**src/rtl/adder_pkg.sv**
```systemverilog
// Shared types and limits for the bit-serial adder slice.
package adder_pkg;

  typedef enum logic [1:0] {
    IDLE,
    RUN,
    DONE
  } serial_add_state_t;

  localparam int MAX_ADD_WIDTH = 64;

  // Counter must reach WIDTH-1 without wrapping; one spare bit keeps cnt+1 representable.
  function automatic int cnt_width(input int width);
    return $clog2(width) + 1;
  endfunction

endpackage

```
**src/rtl/bit_serial_adder_if.sv**
```systemverilog
// Operand/result handshake bundle for bit_serial_adder; slave is the adder, master the producer/consumer side.
interface bit_serial_adder_if #(
  parameter int WIDTH = 8
);

  logic             in_valid;
  logic             in_ready;
  logic [WIDTH-1:0] A;
  logic [WIDTH-1:0] B;
  logic             Cin;
  logic             out_valid;
  logic             out_ready;
  logic [WIDTH-1:0] Sum;
  logic             Cout;
  logic             busy;

  modport master (
    output in_valid, A, B, Cin, out_ready,
    input  in_ready, out_valid, Sum, Cout, busy
  );

  modport slave (
    input  in_valid, A, B, Cin, out_ready,
    output in_ready, out_valid, Sum, Cout, busy
  );

endinterface

```
**src/rtl/full_adder.sv**
```systemverilog
// 1-bit combinational full adder; zero latency, no flow control.
module full_adder (
  input  logic A,
  input  logic B,
  input  logic Cin,
  output logic Sum,
  output logic Cout
);

  assign Sum  = A ^ B ^ Cin;
  assign Cout = (A & B) | (Cin & (A ^ B));

endmodule

```
**src/rtl/bit_serial_adder.sv**
```systemverilog
// WIDTH-bit adder, one bit per clock through a single full_adder; out_valid rises WIDTH edges after accept.
// Accepts only when idle; result is held in DONE until out_ready, stalling the producer meanwhile.
module bit_serial_adder
  import adder_pkg::*;
#(
  parameter int WIDTH = 8
) (
  input  logic                 clk,
  input  logic                 rst_n,
  bit_serial_adder_if.slave    bus
);

  localparam int CNT_W = cnt_width(WIDTH);

  serial_add_state_t state, state_nxt;

  logic [WIDTH-1:0] a_sh;
  logic [WIDTH-1:0] b_sh;
  logic [WIDTH-1:0] sum_sh;
  logic [WIDTH-1:0] sum_sh_nxt;
  logic [WIDTH-1:0] sum_q;
  logic             carry;
  logic             cout_q;
  logic [CNT_W-1:0] cnt;
  logic             fa_sum;
  logic             fa_cout;
  logic             last_bit;
  logic             accept;

  full_adder u_fa (
    .A    (a_sh[0]),
    .B    (b_sh[0]),
    .Cin  (carry),
    .Sum  (fa_sum),
    .Cout (fa_cout)
  );

  assign last_bit = (cnt == CNT_W'(WIDTH - 1));
  assign accept   = (state == IDLE) && bus.in_valid;

  // New sum bits enter at the top so the LSB-first stream lands in place after WIDTH shifts.
  generate
    if (WIDTH == 1) begin : g_one
      assign sum_sh_nxt = fa_sum;
    end else begin : g_wide
      assign sum_sh_nxt = {fa_sum, sum_sh[WIDTH-1:1]};
    end
  endgenerate

  always_ff @(posedge clk or negedge rst_n) begin
    if (!rst_n) begin
      state <= IDLE;
    end else begin
      state <= state_nxt;
    end
  end

  always_comb begin
    state_nxt = state;
    unique case (state)
      IDLE:    if (bus.in_valid)  state_nxt = RUN;
      RUN:     if (last_bit)      state_nxt = DONE;
      DONE:    if (bus.out_ready) state_nxt = IDLE;
      default:                    state_nxt = IDLE;
    endcase
  end

  always_ff @(posedge clk or negedge rst_n) begin
    if (!rst_n) begin
      a_sh   <= '0;
      b_sh   <= '0;
      sum_sh <= '0;
      carry  <= 1'b0;
      cnt    <= '0;
      sum_q  <= '0;
      cout_q <= 1'b0;
    end else if (accept) begin
      a_sh   <= bus.A;
      b_sh   <= bus.B;
      carry  <= bus.Cin;
      cnt    <= '0;
      sum_sh <= '0;
    end else if (state == RUN) begin
      sum_sh <= sum_sh_nxt;
      a_sh   <= a_sh >> 1;
      b_sh   <= b_sh >> 1;
      carry  <= fa_cout;
      cnt    <= cnt + 1'b1;
      if (last_bit) begin
        sum_q  <= sum_sh_nxt;
        cout_q <= fa_cout;
      end
    end
  end

  assign bus.in_ready  = (state == IDLE);
  assign bus.busy      = (state == RUN);
  assign bus.out_valid = (state == DONE);
  assign bus.Sum       = sum_q;
  assign bus.Cout      = cout_q;

endmodule
```
**src/flat_wrapper.sv**
```systemverilog
// flat-port wrapper written by rule: the top's interface ports become plain ports
module bit_serial_adder_flat import adder_pkg::*;
#(
  parameter int WIDTH = 8
)
  (clk, rst_n, bus_in_valid, bus_A, bus_B, bus_Cin, bus_out_ready, bus_in_ready, bus_out_valid, bus_Sum, bus_Cout, bus_busy);
  bit_serial_adder_if #(.WIDTH(WIDTH)) bus_i ();
  input  logic clk;
  input  logic rst_n;
  input wire logic [$bits(bus_i.in_valid)-1:0] bus_in_valid;
  input wire logic [$bits(bus_i.A)-1:0] bus_A;
  input wire logic [$bits(bus_i.B)-1:0] bus_B;
  input wire logic [$bits(bus_i.Cin)-1:0] bus_Cin;
  input wire logic [$bits(bus_i.out_ready)-1:0] bus_out_ready;
  output wire logic [$bits(bus_i.in_ready)-1:0] bus_in_ready;
  output wire logic [$bits(bus_i.out_valid)-1:0] bus_out_valid;
  output wire logic [$bits(bus_i.Sum)-1:0] bus_Sum;
  output wire logic [$bits(bus_i.Cout)-1:0] bus_Cout;
  output wire logic [$bits(bus_i.busy)-1:0] bus_busy;
  assign bus_i.in_valid = bus_in_valid;
  assign bus_i.A = bus_A;
  assign bus_i.B = bus_B;
  assign bus_i.Cin = bus_Cin;
  assign bus_i.out_ready = bus_out_ready;
  assign bus_in_ready = bus_i.in_ready;
  assign bus_out_valid = bus_i.out_valid;
  assign bus_Sum = bus_i.Sum;
  assign bus_Cout = bus_i.Cout;
  assign bus_busy = bus_i.busy;
  bit_serial_adder #(.WIDTH(WIDTH)) u_core (.clk(clk), .rst_n(rst_n), .bus(bus_i));
endmodule
```
**config.mk**
```make
export PLATFORM = sky130hd
export DESIGN_NAME = bit_serial_adder_flat
export DESIGN_NICKNAME = d
export VERILOG_FILES = /design/src/rtl/adder_pkg.sv /design/src/rtl/bit_serial_adder_if.sv /design/src/rtl/full_adder.sv /design/src/rtl/bit_serial_adder.sv /design/src/flat_wrapper.sv
export SDC_FILE = /design/constraint.sdc
export NUM_CORES = 1
export LEC_CHECK = 0
export ABC_AREA = 1
export CAP_MARGIN = 20
export CORE_UTILIZATION = 50
export CTS_BUF_LIST = sky130_fd_sc_hd__clkbuf_8
export DETAILED_ROUTE_END_ITERATION = 16
export PLACE_DENSITY_LB_ADDON = 0.08
export SLEW_MARGIN = 20
export SYNTH_ARGS = -nofsm -noshare
export SYNTH_HDL_FRONTEND = slang
export SYNTH_SLANG_ARGS = --single-unit
```
**constraint.sdc**
```tcl
create_clock -name clk -period 2.3 [get_ports clk]
set_clock_uncertainty 0.2 [all_clocks]
set_input_delay 0.46 -clock clk [delete_from_list [all_inputs] [get_ports clk]]
set_output_delay 0.46 -clock clk [all_outputs]
set_load 0.005 [all_outputs]
```
# [Yosys cells after proc, flatten, opt, wreduce, memory -nomap -nowiden]
# Index checks and enable logic that the tools add are counted.
[totals] out_inout_bits=12 elab_cells=40 in_bits=21 ff_bits=40
[op_classes] reduce_logical=5 addsub=1 bitwise_logic=6 mux=14 eq_ne=6
[op_table] cell="2-to-1 mux 8 bit" n=6
[op_table] cell="2-to-1 mux 4 bit" n=2
[op_table] cell="2-to-1 mux 2 bit" n=3
[op_table] cell="case mux 2 bit (3 select lines)" n=1
[op_table] cell="AND reduction 3 bit" n=2
[op_table] cell="adder 4 x 1 -> 4 bit, second input constant" n=1
[op_table] cell="equality test 4 x 3 -> 1 bit, second input constant" n=1
[op_table] cell="!= test 2 bit, second input constant" n=2
[op_table] cell="AND 1 bit" n=2
[op_table] cell="equality test 2 x 1 -> 1 bit, second input constant" n=1
[op_table] cell="equality test 2 bit, second input constant" n=1
[op_table] cell="zero test 2 bit" n=1
[op_table] cell="2-to-1 mux 1 bit" n=2
[op_table] cell="!= test 2 x 1 -> 1 bit, second input constant" n=1
[op_table] cell="nonzero test 2 bit" n=1
[op_table] cell="XOR 1 bit" n=2
[op_table] cell="logical AND 1 bit" n=1
[op_table] cell="inverter 1 bit" n=1
[op_table] cell="OR 1 bit" n=1

# [Logic depth before layout (Yosys ltp)]
[depth] word_depth=5 ltp_mapped=7 mapped_depth_nobuf=6

# [Modules after synthesis]
# A second synthesis with hierarchy kept.
[hier_totals] hier_cells=222 area_unflattened_um2=1828.0
[modules_own_cells] mod="bit_serial_adder" cells_each=221 seq_area_each_um2=975.9 n_inst=1 area_each_um2=1808.0
[modules_own_cells] mod="full_adder" cells_each=1 seq_area_each_um2=0.0 n_inst=1 area_each_um2=20.0

# [Least setup slack after synthesis]
# OpenSTA, ideal clock, no wires.
[synth_path] path_type="register to output" from="register u_core.state[0]" to="output port bus_busy" path_stages_with_launch=4 slack_ns=0.853 arrival_ns=0.787 required_time_ns=1.640 n_path_buf=1 cell_sequence="dfrtp_1 -> inv_2 -> nor2_4 -> buf_6"
[synth_via] elab_chain_cells=1
[synth_lines] element="start: declaration" line="bit_serial_adder.sv:15" text="serial_add_state_t state, state_nxt;"
[synth_lines] element="start signal: assignment" line="bit_serial_adder.sv:54" text="state <= state_nxt;"
[synth_lines] element="equality test 2 x 1 -> 1 bit" line="bit_serial_adder.sv:97" text="assign bus.busy = (state == RUN);"
[synth_lines] element="end: declaration" line="flat_wrapper.sv:19" text="output wire logic [$bits(bus_i.busy)-1:0] bus_busy;"
# No other way between the ends.

# [Worst setup path after layout]
[layout_path] from="register u_core.state[0]" to="output port bus_in_ready"
[layout_via] elab_chain_cells=1
[layout_lines] element="zero test 2 bit" line="bit_serial_adder.sv:96" text="assign bus.in_ready = (state == IDLE);"
[layout_lines] element="end: declaration" line="flat_wrapper.sv:15" text="output wire logic [$bits(bus_i.in_ready)-1:0] bus_in_ready;"
# No other way between the ends.

==> impl_metrics.csv <==
group,metric,value,unit
run_status,status,"finished, final reports clean",
timing,finalHoldViolCount,0,
critical_path,setup.worst_path.start,"u_core.state[0]$_DFFE_PN0P_",
cts,cts_setup_buffers,0,
pwr,vdd_drop_max,0.500,mV
critical_path,timing.rr.start,"u_core.state[0]$_DFFE_PN0P_",
finish,drive_gt1_frac,0.108,
timing,final_max_slew_viol_count,0,
cts,clock_latency,0.30,ns
route,viasPerCell,4.62,
timing,setup_viol_count_final,0,
finish,nNetsFinal,281,
timing,fmax,0.482,GHz
floorplan,start_util,0.536,
synthesis,synth_top_cell_area_share,0.534,
cts,numCtsBuffers,5,
timing,setup_slack,0.226,ns
job,drv_cap,0,
route,first_pass_iters,4,
timing,rsz0062_at_grt,"false",
place,dp_slack,0.390,ns
route,drtIter0Drc,91,
floorplan,fp.dieW,62.5,um
critical_path,worstReg2RegEnd,"u_core.sum_sh[7]$_DFFE_PN0P_",
cts,htreeDepth,2,
cts,cts.clk_slew.worst_paths,0.08,ns
global_routing,grt_pass1_vias,1238,
critical_path,worstSetupEndpointType,"output port",
synthesis,synth_largest_area_cell,"dfrtp_1",
cts,cts_resized,0,
place,port_buffers,32,
cts,cts_root_buffer,"clkbuf_8",
place,gp_congestion,0.725,
global_routing,grt_max_degree,40,
pwr,power_leakage,1.17,nW
timing,hold_ws,0.00561,ns
synthesis,synth-seq-area-share,0.534,
global_routing,antenna_found_initial,0,
place,dp_hpwl,2.04,mm
route,postRouteAntennaNets,0,
critical_path,r2r_cells,5,
synthesis,synthTopCellsByArea,"dfrtp_1, nand2_1, inv_1",
cts,hold_buffers,0,
timing,period_needed,2.07,ns
route,route.detailed.drc,0,
cts,cts_tree,"built",
synthesis,post_synth_num_cell_types,19,
synthesis,synthesis.nets,246,
finish,num-fill-cells,320,
floorplan,die_area,3900,sq um
floorplan,core_area,3420,sq um
synthesis,yosysWarnings,0,
timing,worst_pin_slew,0.476,ns
critical_path,cp.arrival,1.41,ns
route,wire_per_inst,10.3,um
synthesis,netlist_instances,223,
critical_path,worstPathRequired,1.64,ns
synthesis,synth_area,1830,sq um
floorplan,num_rows,21,
critical_path,worstPathMaxFanout,5,
synthesis,synth.avg_cell_area,8.20,sq um
route,vias,1408,
global_routing,grt_usage,0.184,
critical_path,critPathLaunchType,"register",
finish,diodes,0,
timing,fin_crit_sh,0.902,
global_routing,grt_pass1_wl,5.49,mm
critical_path,reg2reg_slack,0.75,ns
cts,cts.sinks,39,
global_routing,grt_overflow,0,
finish,fin_cells,305,
floorplan,ios,33,
route,wirelength,3.14,mm
critical_path,path_class,"register to output port",
critical_path,setup.worst_path.end,"bus_in_ready",
worst_hold_path,min_path_type,"primary input to async pin",
finish,synthToLayoutAreaGrowth,22.8,%
timing,slew_headroom,0.682,
floorplan,die_y,62.5,um
cts,clockBufferDepth,2,
synthesis,yosys_register_bits,39,
pwr,p_per_area,1180,nW/um^2
timing,finalSetupTns,0,ns
place,dp.cells,297,
-- sequential cells by signal, summed over array words and instances, names as in the netlist --
register and cells:
u_core.a_sh 8, u_core.b_sh 8, u_core.bus.Sum 8, u_core.sum_sh 7, u_core.cnt 4, u_core.state 2, u_core.bus.Cout 1, u_core.carry 1
-- cells in the mapped netlist (all sizes together) --
library cell / count
buf: 7
dfrtp: 39
fa: 1
ha: 1
inv: 25
nand2: 119
nand3: 6
nor2: 6
o21ai: 18
o31ai: 1
-- per-stage QoR --
stage,cell area [sq um],util,power [mW]
after floorplan,1830,-,1.90
after global placement,2160,0.632,2.19
after detailed placement,2160,0.632,2.22
after CTS,2250,0.658,2.69
after global routing,2250,0.658,2.91
final,2250,0.658,2.65
-- cell usage in the layout, fill, tap and decap left out, types with 2 or more instances in the layout --
cell	netlist	routed
nand3_1	6	6
inv_1	23	23
clkbuf_8	0	5
nor2_1	3	3
nand2_1	116	116
clkinvlp_4	0	2
clkdlybuf4s50_1	0	31
o21ai_2	8	8
nor2_4	2	2
o21ai_0	9	9
nand2_2	2	2
dfrtp_1	39	39
buf_4	3	3
-- area by class of cell --
| class | count | area [sq um] | area share |
|---|---|---|---|
| Clock buffer | 5 | 68.8 | 0.0306 |
| Inverter | 25 | 96.3 | 0.0429 |
| Multi-Input combinational cell | 152 | 689 | 0.307 |
| Tap cell | 46 | 57.6 | 0.0256 |
| Clock inverter | 3 | 20.0 | 0.00891 |
| Sequential cell | 39 | 976 | 0.435 |
| Timing Repair Buffer | 35 | 338 | 0.150 |
-- worst min-delay path by stage --
stage / slack (ns) / end / depth (start not counted) / startpoint
after floorplan: -0.04 / u_core.a_sh[0]$_DFFE_PN0P_ / 0 / rst_n
after global placement: 0.25 / u_core.bus.Sum[0]$_DFFE_PN0P_ / 2 / u_core.bus.Sum[0]$_DFFE_PN0P_
after detailed placement: 0.27 / u_core.a_sh[7]$_DFFE_PN0P_ / 2 / u_core.a_sh[7]$_DFFE_PN0P_
after CTS: 0.02 / u_core.b_sh[0]$_DFFE_PN0P_ / 2 / rst_n
after global routing: 0.03 / u_core.bus.Cout$_DFFE_PN0P_ / 2 / rst_n
final: 0.006 / u_core.bus.Sum[2]$_DFFE_PN0P_ / 2 / rst_n
-- worst max-delay path, cell delays in order, from the launching register on --
cell and delay [ns]:
dfrtp_1 0.45, nor2_2 0.16, clkdlybuf4s50_1 0.51
-- power breakdown --
group | switching (mW) | total (mW) | internal (mW)
combinational | 0.582 | 1.03 | 0.451
sequential | 0.181 | 1.16 | 0.981
clock | 0.250 | 0.461 | 0.211
total | 1.01 | 2.65 | 1.64
-- cells by family (layout without fill, tap and decap cells) --
family,Yosys count,count (layout),synth area share
compound gates,19,19,0.0698
flops,39,39,0.534
fa+ha+maj,2,2,0.0178
simple gates,131,131,0.289
buf+inv,32,68,0.0896
-- layer usage --
layer  vias up  GRT usage  wire length, um
met3         5     0.0493              114
li1        738          -                -
met5         -          0                0
met2        30      0.273             1420
met4         0     0.0872               59
met1       635      0.250             1540
Power figures use the tool's default switching activity.
